[src/rtl/ov7670_stream_gen.sv]
// OV7670-compatible pixel-bus transmitter (RGB444, two bytes per pixel).
// Drives pclk/vsync/href/d in place of the camera pins. Frame geometry is set by
// parameters, and the test pattern is latched at the start of every frame.
// Optional build macro OV_STREAM_GEN_CHECKSUM_EN adds a per-frame byte checksum on frame_sum.
module ov7670_stream_gen #(
   parameter int H_ACTIVE    = 640,
   parameter int V_ACTIVE    = 480,
   parameter int H_BLANK     = 144,
   parameter int VSYNC_LINES = 3,
   parameter int V_BACK      = 17,
   parameter int V_FRONT     = 10
) (
   input  logic        clk,
   input  logic        reset_n,
   input  logic        enable,
   input  logic [1:0]  mode,
   input  logic [11:0] solid_rgb,
   output logic        pclk,
   output logic        vsync,
   output logic        href,
   output logic [7:0]  d,
   output logic        busy,
   output logic        frame_done,
   output logic [15:0] frame_sum
);

   localparam int LINE  = 2*H_ACTIVE + H_BLANK;
   localparam int XW    = $clog2(LINE);
   localparam int BAR_W = H_ACTIVE / 8;

   localparam logic [XW-1:0] X_LAST   = XW'(LINE - 1);
   localparam logic [XW-1:0] HREF_END = XW'(2*H_ACTIVE);

   localparam logic [15:0] VSYNC_LAST  = 16'(VSYNC_LINES - 1);
   localparam logic [15:0] BACK_LAST   = 16'(V_BACK - 1);
   localparam logic [15:0] ACTIVE_LAST = 16'(V_ACTIVE - 1);
   localparam logic [15:0] FRONT_LAST  = 16'(V_FRONT - 1);

   typedef enum logic [2:0] {IDLE, VSYNC, VBACK, ACTIVE, VFRONT} state_t;

   state_t         state;
   state_t         nxt_state;
   logic [XW-1:0]  x;
   logic [XW-1:0]  nxt_x;
   logic [15:0]    row;
   logic [15:0]    nxt_row;
   logic [15:0]    row_last;
   logic           frame_end;
   logic           vs_entry;
   logic [1:0]     mode_q;
   logic [11:0]    rgb_q;
   logic [15:0]    pix;
   logic [2:0]     bar;
   logic [11:0]    colour;
   logic [7:0]     pixel_byte;
   logic           active_href;

   // Number of the last line in whichever vertical region the frame is currently in.
   always_comb begin
      row_last = FRONT_LAST;
      case (state)
         VSYNC:   row_last = VSYNC_LAST;
         VBACK:   row_last = BACK_LAST;
         ACTIVE:  row_last = ACTIVE_LAST;
         default: row_last = FRONT_LAST;
      endcase
   end

   // Position of the next slot: slot counter, line-within-region counter and region.
   always_comb begin
      nxt_state = state;
      nxt_x     = x;
      nxt_row   = row;
      frame_end = 1'b0;
      vs_entry  = 1'b0;
      if (state == IDLE) begin
         if (enable) begin
            nxt_state = VSYNC;
            nxt_x     = '0;
            nxt_row   = '0;
            vs_entry  = 1'b1;
         end
      end else if (x == X_LAST) begin
         nxt_x = '0;
         if (row == row_last) begin
            nxt_row = '0;
            case (state)
               VSYNC:  nxt_state = VBACK;
               VBACK:  nxt_state = ACTIVE;
               ACTIVE: nxt_state = VFRONT;
               default: begin
                  frame_end = 1'b1;
                  if (enable) begin
                     nxt_state = VSYNC;
                     vs_entry  = 1'b1;
                  end else begin
                     nxt_state = IDLE;
                  end
               end
            endcase
         end else begin
            nxt_row = row + 16'd1;
         end
      end else begin
         nxt_x = x + XW'(1);
      end
   end

   // Pattern colour and byte for the next slot, from the frame's latched mode.
   always_comb begin
      pix    = 16'(nxt_x >> 1);
      bar    = 3'(pix / 16'(BAR_W));
      colour = 12'h000;
      case (mode_q)
         2'd0: begin
            case (bar)
               3'd0:    colour = 12'hFFF;
               3'd1:    colour = 12'hFF0;
               3'd2:    colour = 12'h0FF;
               3'd3:    colour = 12'h0F0;
               3'd4:    colour = 12'hF0F;
               3'd5:    colour = 12'hF00;
               3'd6:    colour = 12'h00F;
               default: colour = 12'h000;
            endcase
         end
         2'd1:    colour = {3{pix[3:0]}};
         2'd2:    colour = (pix[3] ^ nxt_row[3]) ? 12'hFFF : 12'h000;
         default: colour = rgb_q;
      endcase
      pixel_byte  = nxt_x[0] ? colour[7:0] : {4'h0, colour[11:8]};
      active_href = (nxt_state == ACTIVE) && (nxt_x < HREF_END);
   end

   // Frame state machine; everything except pclk advances on pclk falling edges.
   always_ff @(posedge clk) begin
      if (!reset_n) begin
         pclk       <= 1'b0;
         state      <= IDLE;
         x          <= '0;
         row        <= '0;
         vsync      <= 1'b0;
         href       <= 1'b0;
         d          <= 8'h00;
         busy       <= 1'b0;
         frame_done <= 1'b0;
         mode_q     <= 2'd0;
         rgb_q      <= 12'h000;
      end else begin
         pclk       <= ~pclk;
         frame_done <= 1'b0;
         if (pclk) begin
            state      <= nxt_state;
            x          <= nxt_x;
            row        <= nxt_row;
            vsync      <= (nxt_state == VSYNC);
            href       <= active_href;
            d          <= active_href ? pixel_byte : 8'h00;
            busy       <= (nxt_state != IDLE);
            frame_done <= frame_end;
            if (vs_entry) begin
               mode_q <= mode;
               rgb_q  <= solid_rgb;
            end
         end
      end
   end

`ifdef OV_STREAM_GEN_CHECKSUM_EN
   logic [15:0] sum_acc;

   // Running sum of bytes sent with href high; published when the frame ends.
   always_ff @(posedge clk) begin
      if (!reset_n) begin
         sum_acc   <= 16'h0000;
         frame_sum <= 16'h0000;
      end else if (pclk) begin
         if (frame_end) begin
            frame_sum <= sum_acc;
         end
         if (vs_entry) begin
            sum_acc <= 16'h0000;
         end else if (href) begin
            sum_acc <= sum_acc + {8'h00, d};
         end
      end
   end
`else
   assign frame_sum = 16'h0000;
`endif

endmodule

[config.mk]
export PLATFORM = sky130hd
export DESIGN_NAME = ov7670_stream_gen
export DESIGN_NICKNAME = d
export VERILOG_FILES = /design/src/rtl/ov7670_stream_gen.sv
export SDC_FILE = /design/constraint.sdc
export NUM_CORES = 1
export LEC_CHECK = 0
export ABC_CLOCK_PERIOD_IN_PS = 4350
export BUFFER_PORTS_ARGS = -buffer_cell sky130_fd_sc_hd__buf_2
export CAP_MARGIN = 0
export CORE_UTILIZATION = 63
export CTS_CLUSTER_SIZE = 20
export DETAILED_ROUTE_END_ITERATION = 6
export HOLD_SLACK_MARGIN = 0.03
export PLACE_DENSITY = 0.84
export SLEW_MARGIN = 20
export SYNTH_ARGS = -nofsm -noshare
export SYNTH_HDL_FRONTEND = slang
export SYNTH_SLANG_ARGS = --single-unit
export TNS_END_PERCENT = 100
[constraint.sdc]
create_clock -name clk -period 4.35 [get_ports clk]
set_input_delay 0.2175 -clock clk [delete_from_list [all_inputs] [get_ports clk]]
set_output_delay 0.2175 -clock clk [all_outputs]
set_load 0.02 [all_outputs]
==> metrics.md, run 1 <==
| Metric | Value |
|---|---|
| Status | finished, final reports clean |
| Area occupied by registers | between 1000 and 1500 sq um |
| Rel. slew slack | a little under a third |
| Simple-gate share of the synthesized area | around 29% |
| Ant diodes | 0 |
| LEAKAGE | roughly 1.4 nW |
| Period minus WS final | ~3.2 ns |
| Ys async rst share | 0% |
| Sinks on the clock net | 57 |
| Drt drc | 0 |
| HPWL Detailed | between 6000 and 7000 um |
| Final core utilization | between 70% and 80% |
| Hold Vio Cnt, Final | 0 |
| Tcrit/Tclk final | about three quarters |
| Pwr/cell area | about 320 nW/um^2 |
| Worst hold path class | in -> reg |
| Setup violators final | 0 |
| Cts hold-fix bufs | 0 |
| CP peak stage delay | 0.74 ns |
| PostCTS Resize Cnt | 0 |
| Area of the multi-input gates | approximately 2200 sq um |
| CTS tree | built |
| Final Cell Area | roughly 3900 sq um |
| Adder-cell share of the synthesized area | between 1 and 1.5% |
| R2r worst-path depth | 8 |
| Drt pass-1 iters | 6 |
| Post-Synth XOR/XNOR Area | 2.186% |
| Worst EP arrival | 3.42 ns |
| Worst path required time | about 4.6 ns |
| Clock latency reported for the late side of the worst-skew pair | 0.35 ns |
| P&R area growth vs syn | 7.460% |
| RSZ-0062 raised after global routing | false |
| Post-synth EDFFs | 0 |
| Clk pin slew, worst setup/hold paths | about 0.070 ns |
| Setup crit start kind | register |
| Crit. End Element | register |
| Mux contribution to synthesized area | 3.886% |
| Port Buf Inserts | 29 |
| Reg2reg setup slack | 1.15 ns |
| Initial antenna violation count | 0 |
| H-tree depth | 3 |
| Seq/Total Area, Yosys | around a third |
| DR vias | between 3000 and 4000 |
| Worst Path Max Fanout | 14 |
| Starting Density | roughly two thirds |
| Global-route wire length before repair | 14750 um |
| Post-synthesis compound-gate area fraction | between 20% and 30% |
| Reg2reg start | state[0] |
| Synthesis Warnings | 0 |
| Ports | 46 |
| Inst Count DP | 528 |
| Post-Syn Area per Cell | 7.978 sq um |
| R2r endpoint | mode_q[1] |
| Non-Filler Instances | ~540 |
| Worst IR Drop VDD | about 200 uV |
| Worst Max-Slew Pin Slew | about 1.0 ns |
| GR Overflow Total | 0 |
| Nets@finish | approximately 500 |
| CP max-delay cell | dfxtp_1 |
| Ordered cell list for the critical path | nand3b_1, xor2_1, o2111ai_1, and4bb_1, a21oi_1, nor2_4, mux2i_1, nor2_1 |
| Setup Skew | ~0.0064 ns |
| Kind of critical path | reg -> reg |
| Filler cells | roughly 420 |
| Vias in the first global route | 3130 |
| Root buffer cell | clkbuf_8 |
| Synth Instances | approximately 450 |
| Setup Buffers After CTS | 0 |
| Max-cap violations | 0 |
| Number of synthesized register bits | 57 |
| Largest family of logic cells by synthesized area | simple AND/OR/NAND/NOR gates |
| Setup total negative slack | 0 ns |
| Die area | roughly 6000 sq um |
| Final Max Tran Viols | 0 |
| Overall Global Routing Usage | a little under a third |
| Total Wirelength | roughly 9000 um |
| Yosys cell types | 78 |
| Syn Std Cell Area | around 3600 sq um |
| Routability cong. | between 1 and 1.5 |
| Starting DRT DRC Count | 376 |
| Crit. Startpoint | state[0] |
| Die width | a little under 80 um |
| Post-synth top flop | dfxtp_1 |
| Clock Tree Buf Depth | 2 |
| CTS Buf Count | 9 |
| Site row count | 27 |
| Crit path to | mode_q[1] |
| Max Fclk | 0.3122 GHz |
| Largest net degree at the start of global routing | 38 |
| Routed length per instance | 16.42 um |
| Die H | roughly 78 um |
| Layout cell share with drive strength beyond 1 | 15.04% |
| DR vias/cell | 6.564 |
| Post-route antenna net violation count | 0 |
| Placed inst area | about 3700 sq um |
| Core Region | 5507 sq um |
## per-stage QoR
step                worst slack [ns]  hold slack [ns]  total power (W)
floorplan                      2.000           0.3509        0.0006669
global placement               1.351           0.4360        0.0006838
detailed placement             1.239           0.4377        0.0006874
CTS                            1.203           0.1110         0.001240
global route                  0.9382           0.1225         0.001282
finish                         1.147           0.1056         0.001242
## synthesized netlist by cell type, drive strengths merged (7+ instances only)
| cell | number | share of area (%) |
|---|---|---|
| nand3 | 19 | 2.9 |
| nand2 | 49 | 5.2 |
| nand4 | 9 | 1.6 |
| buf | 31 | 6.0 |
| and3 | 7 | 1.2 |
| nor2 | 56 | 6.1 |
| clkbuf | 11 | 1.1 |
| a32oi | 8 | 2.2 |
| dfxtp | 57 | 32 |
| o21ai | 27 | 3.7 |
| mux2i | 14 | 3.9 |
| inv | 7 | 0.73 |
| nor3 | 15 | 2.5 |
| a21oi | 35 | 5.1 |
| nor4 | 7 | 1.6 |
## cells by family (layout without fill, tap and decap cells)
family,count (synthesis),count (layout)
simple gates,196,196
buf+inv,49,54
mux,14,14
fa+ha+maj,3,3
other cells,1,16
xor+xnor,9,9
flops,57,57
compound gates,123,123
## area by class of cell
class | instances | area share [%]
clock inverters | 5 | 2.034
well taps | 72 | 2.325
flip-flops and latches | 57 | 29.45
inverters | 7 | 0.6781
multi-input cells | 361 | 57.73
clock buffers | 11 | 3.649
repair buffers | 31 | 4.133
## registers in the layout (all words and copies together), names as in the netlist
name,count
busy,1
d,8
frame_done,1
href,1
mode_q,2
pclk,1
rgb_q,12
row,16
state,3
vsync,1
x,11
## per-layer routing
layer,wire length [um],part of all wire [%],track usage [%],vias to the layer above
li1,-,-,-,1669
met5,0,0,0,-
met3,625,7.0,4.941,26
met1,3929,44,39.94,1710
met4,182,2.0,10.94,0
met2,4196,47,51.33,166
## worst min path at each step
stage | from | end | slack (ns) | cells past startpoint
2_1_floorplan | reset_n | row[12] | 0.35 | 1
3_3_place_gp | d[5] | d[5] | 0.44 | 2
3_5_place_dp | d[5] | d[5] | 0.44 | 2
5_1_grt | solid_rgb[6] | rgb_q[6] | 0.12 | 3
4_1_cts | solid_rgb[5] | rgb_q[5] | 0.11 | 3
6_report | solid_rgb[5] | rgb_q[5] | 0.11 | 3
## critical path, delay by kind of cell (launching register included)
family           cells  cell delay [ns]
multiplexers         1             0.28
AO/OA/AOI/OAI        2             0.42
flip-flops           1             0.74
AND/OR/NAND/NOR      4             1.44
XOR/XNOR             1             0.19
## cells in the final DEF, fill, tap and decap left out, drive strengths merged, types with 4 or more instances in the layout
master and n:
a32oi 8, inv 7, and3 7, clkbuf 11
nor2 56, a22oi 4, nor4 7, nand2 49
mux2i 14, conb 16, a22o 5, xor2 4
a21oi 35, nor3b 4, nand3 19, a221oi 6
dfxtp 57, or3 6, buf 31, o21ai 27
nor3 15, nand4 9, or4 4, o22ai 5
xnor2 5
## power breakdown
group | internal [W] | leakage (nW) | switching, W
sequential | 0.000533 | 0.462 | 0.0000142
combinational | 0.0000426 | 0.847 | 0.0000900
clock | 0.000337 | 0.113 | 0.000226
No activity file was read; power rests on OpenSTA's default activity.
==> run 2, diff against run 1 <==
Settings changed: ABC_CLOCK_PERIOD_IN_PS 4350 to 2800, CORE_UTILIZATION 63 to 53, PLACE_DENSITY 0.84 to 0.75.
Clock period 4.35 ns to 2.8 ns, I/O delays scaled along.
==> metrics.md, run 2 (synthesis results as in run 1) <==
| Metric | Value |
|---|---|
| Hold Crit Start | mode[1] (was solid_rgb[5]) |
| Commonest non-fill, non-tap cells in the layout | dfxtp_1 (55), nor2_1 (54), nand2_1 (47) (was dfxtp_1 (57), nor2_1 (54), nand2_1 (48)) |
| RSZ-0062 raised after global routing | false (unchanged) |
| Clock Tree Buf Depth | 2 (unchanged) |
| Nets@finish | 506 (was 486) |
| Ant diodes | 0 (unchanged) |
| Core Region | 6459 sq um (was 5507 sq um) |
| Global-route wire length before repair | 15150 um (was 14750 um) |
| Net Sw Power | 0.0005003 W (was 0.0003301 W) |
| Tcrit/Tclk final | 95.40% (was 73.64%) |
| Layout cell share with drive strength beyond 1 | 18.74% (was 15.04%) |
| R2r endpoint | d[1] (was mode_q[1]) |
| Reg2reg setup slack | 0.13 ns (was 1.15 ns) |
| H-tree depth | 3 (unchanged) |
| Sinks on the clock net | 57 (unchanged) |
| DR vias/cell | 6.217 (was 6.564) |
| Period minus WS final | 2.671 ns (was 3.203 ns) |
| Top reg by flops | row (unchanged) |
| Routability cong. | 0.9662 (was 1.027) |
| Starting Density | 55.83% (was 65.49%) |
| Worst Max-Slew Pin Slew | 0.5509 ns (was 1.021 ns) |
| Die H | 84.49 um (was 77.66 um) |
| Setup total negative slack | 0 ns (unchanged) |
| Reg2reg start | x[1] (was state[0]) |
| Worst hold path class | in -> reg (unchanged) |
| Die width | 84.49 um (was 77.66 um) |
| Largest net degree at the start of global routing | 38 (unchanged) |
| Port Buf Inserts | 29 (unchanged) |
| Status | complete, but fails checks (was finished, final reports clean) |
| Root buffer cell | clkbuf_8 (unchanged) |
| Routed length per instance | 15.96 um (was 16.42 um) |
| Non-Filler Instances | 568 (was 544) |
| Reg power frac | 48.5% (was 44.0%) |
| Hold Vio Cnt, Final | 0 (unchanged) |
| WHS Path Cells | 3 (unchanged) |
| Initial antenna violation count | 0 (unchanged) |
| Die area | 7138 sq um (was 6030 sq um) |
| Hold path endpoint | mode_q[1] (was rgb_q[5]) |
| Clock Power Share | 38.3% (was 45.3%) |
| Worst IR Drop VDD | 333.8 uV (was 199.3 uV) |
| Site row count | 29 (was 27) |
| Setup Skew | 0.009640 ns (was 0.006429 ns) |
| GR Overflow Total | 0 (unchanged) |
| Drt pass-1 iters | 7 (was 6) |
| Top flop regs | row: 16 flops, rgb_q: 12 flops, x: 11 flops (unchanged) |
| Max Fclk | 0.3744 GHz (was 0.3122 GHz) |
| Pwr/cell area | 434.7 nW/um^2 (was 320.6 nW/um^2) |
| Commonest non-fill, non-tap cell in the layout | dfxtp_1 (unchanged) |
| R2r worst-path depth | 10 (was 8) |
| Inst Count DP | 549 (was 528) |
| Worst EP arrival | 2.94 ns (was 3.42 ns) |
| Max-cap violations | 0 (unchanged) |
| HPWL Detailed | 6446 um (was 6179 um) |
| Setup crit start kind | register (unchanged) |
| Crit. End Element | register (unchanged) |
| P&R area growth vs syn | 11.69% (was 7.460%) |
| Combinational power share | 13.2% (was 10.7%) |
| Overall Global Routing Usage | 26.65% (was 30.75%) |
| Rel. slew slack | 63.00% (was 31.66%) |
| Kind of critical path | reg -> reg (unchanged) |
| Clock latency reported for the late side of the worst-skew pair | 0.35 ns (about the same) |
| LEAKAGE | 1.501 nW (was 1.422 nW) |
| Int Pwr | 0.001250 W (was 0.0009123 W) |
| CTS Buf Count | 9 (unchanged) |
| Failing checks | design-rule violations |
| Clk pin slew, worst setup/hold paths | 0.06 ns (was 0.07 ns) |
| Total Wirelength | 9067 um (was 8933 um) |
| Max reg flops | 16 (unchanged) |
| CTS tree | built (unchanged) |
| Starting DRT DRC Count | 303 (was 376) |
| Worst path required time | 3.06 ns (was 4.57 ns) |
| DR vias | 3531 (was 3571) |
| Drt drc | 6 (was 0) |
| Vias in the first global route | 3197 (was 3130) |
| Ports | 46 (unchanged) |
| Final Max Tran Viols | 0 (unchanged) |
| Setup violators final | 0 (unchanged) |
| Worst Path Max Fanout | 6 (was 14) |
| Post-route antenna net violation count | 0 (unchanged) |
| Switch share | 28.58% (was 26.57%) |
-- run 2: changes by cell type in the layout (fill, tap and decap cells not counted), sizes merged --
cell	previous run	this run
clkinvlp	0	1
clkbuf	11	12
clkinv	3	2
bufinv	2	0
dlygate4sd3	0	3
buf	31	48
-- run 2: how the worst max path moves through the flow --
stage | endpoint | startpoint
final | d[1] | x[1]
after global routing | d[1] | x[1]
after CTS | d[6] | state[1]
after detailed placement | d[7] | state[1]
after global placement | d[2] | state[0]
after floorplan | mode_q[0] | x[0]
-- run 2: cell type report --
class / instances / area, sq um
Sequential cell: 57 / 1144
Clock inverter: 3 / 17.52
Fill cell: 576 / 2431
Tap cell: 77 / 96.34
Inverter: 7 / 26.28
Timing Repair Buffer: 51 / 330.3
Clock buffer: 12 / 145.1
Multi-Input combinational cell: 361 / 2268
-- run 2: per-stage QoR --
stage	util, %	area [sq um]	power, W	setup WS [ns]	hold WS [ns]
3_3_place_gp	58.74	3794	0.001083	0.1813	0.3738
3_5_place_dp	58.74	3794	0.001087	0.1152	0.3853
4_1_cts	61.72	3986	0.001759	0.05870	0.03032
2_1_floorplan	-	3662	0.001036	0.4499	0.2734
5_1_grt	62.36	4028	0.001814	0.004664	0.04149
6_report	62.36	4028	0.001751	0.1289	0.04199
-- run 2: power by group through the flow --
stage                     logic (W)  clock network (W)  registers (W)
after floorplan            0.000174                  0       0.000862
after global placement     0.000217                  0       0.000866
after detailed placement   0.000220                  0       0.000867
after CTS                  0.000224           0.000686       0.000849
after global routing       0.000251           0.000711       0.000852
final                      0.000231           0.000670       0.000850
-- run 2: worst max-delay path, cell delays in order (launching register included) --
cell      delay (ns)
dfxtp_1         0.45
ha_1            0.21
buf_4           0.13
and3_1          0.26
nand4_1         0.17
a21o_1          0.24
a22o_1          0.29
a311oi_1        0.22
o41ai_1         0.11
nand4b_2        0.30
a21oi_1         0.21
-- run 2: repair_timing --
| action | in CTS | in global routing |
|---|---|---|
| hold buffers | 3 | 0 |
| buffers inserted | 0 | 1 |
| setup endpoints to repair | 0 | 28 |
| hold endpoints to repair | 3 | 0 |
| gates resized for setup | 0 | 8 |
-- run 2: routing by layer --
layer | wire length [um] | global-route usage, % | vias to the layer above | part of all wire, %
li1 | - | - | 1705 | -
met1 | 4060 | 34.55 | 1646 | 45
met2 | 4248 | 42.72 | 152 | 47
met3 | 544 | 5.998 | 28 | 6.0
met4 | 212 | 11.40 | 0 | 2.3
met5 | 0 | 0 | - | 0
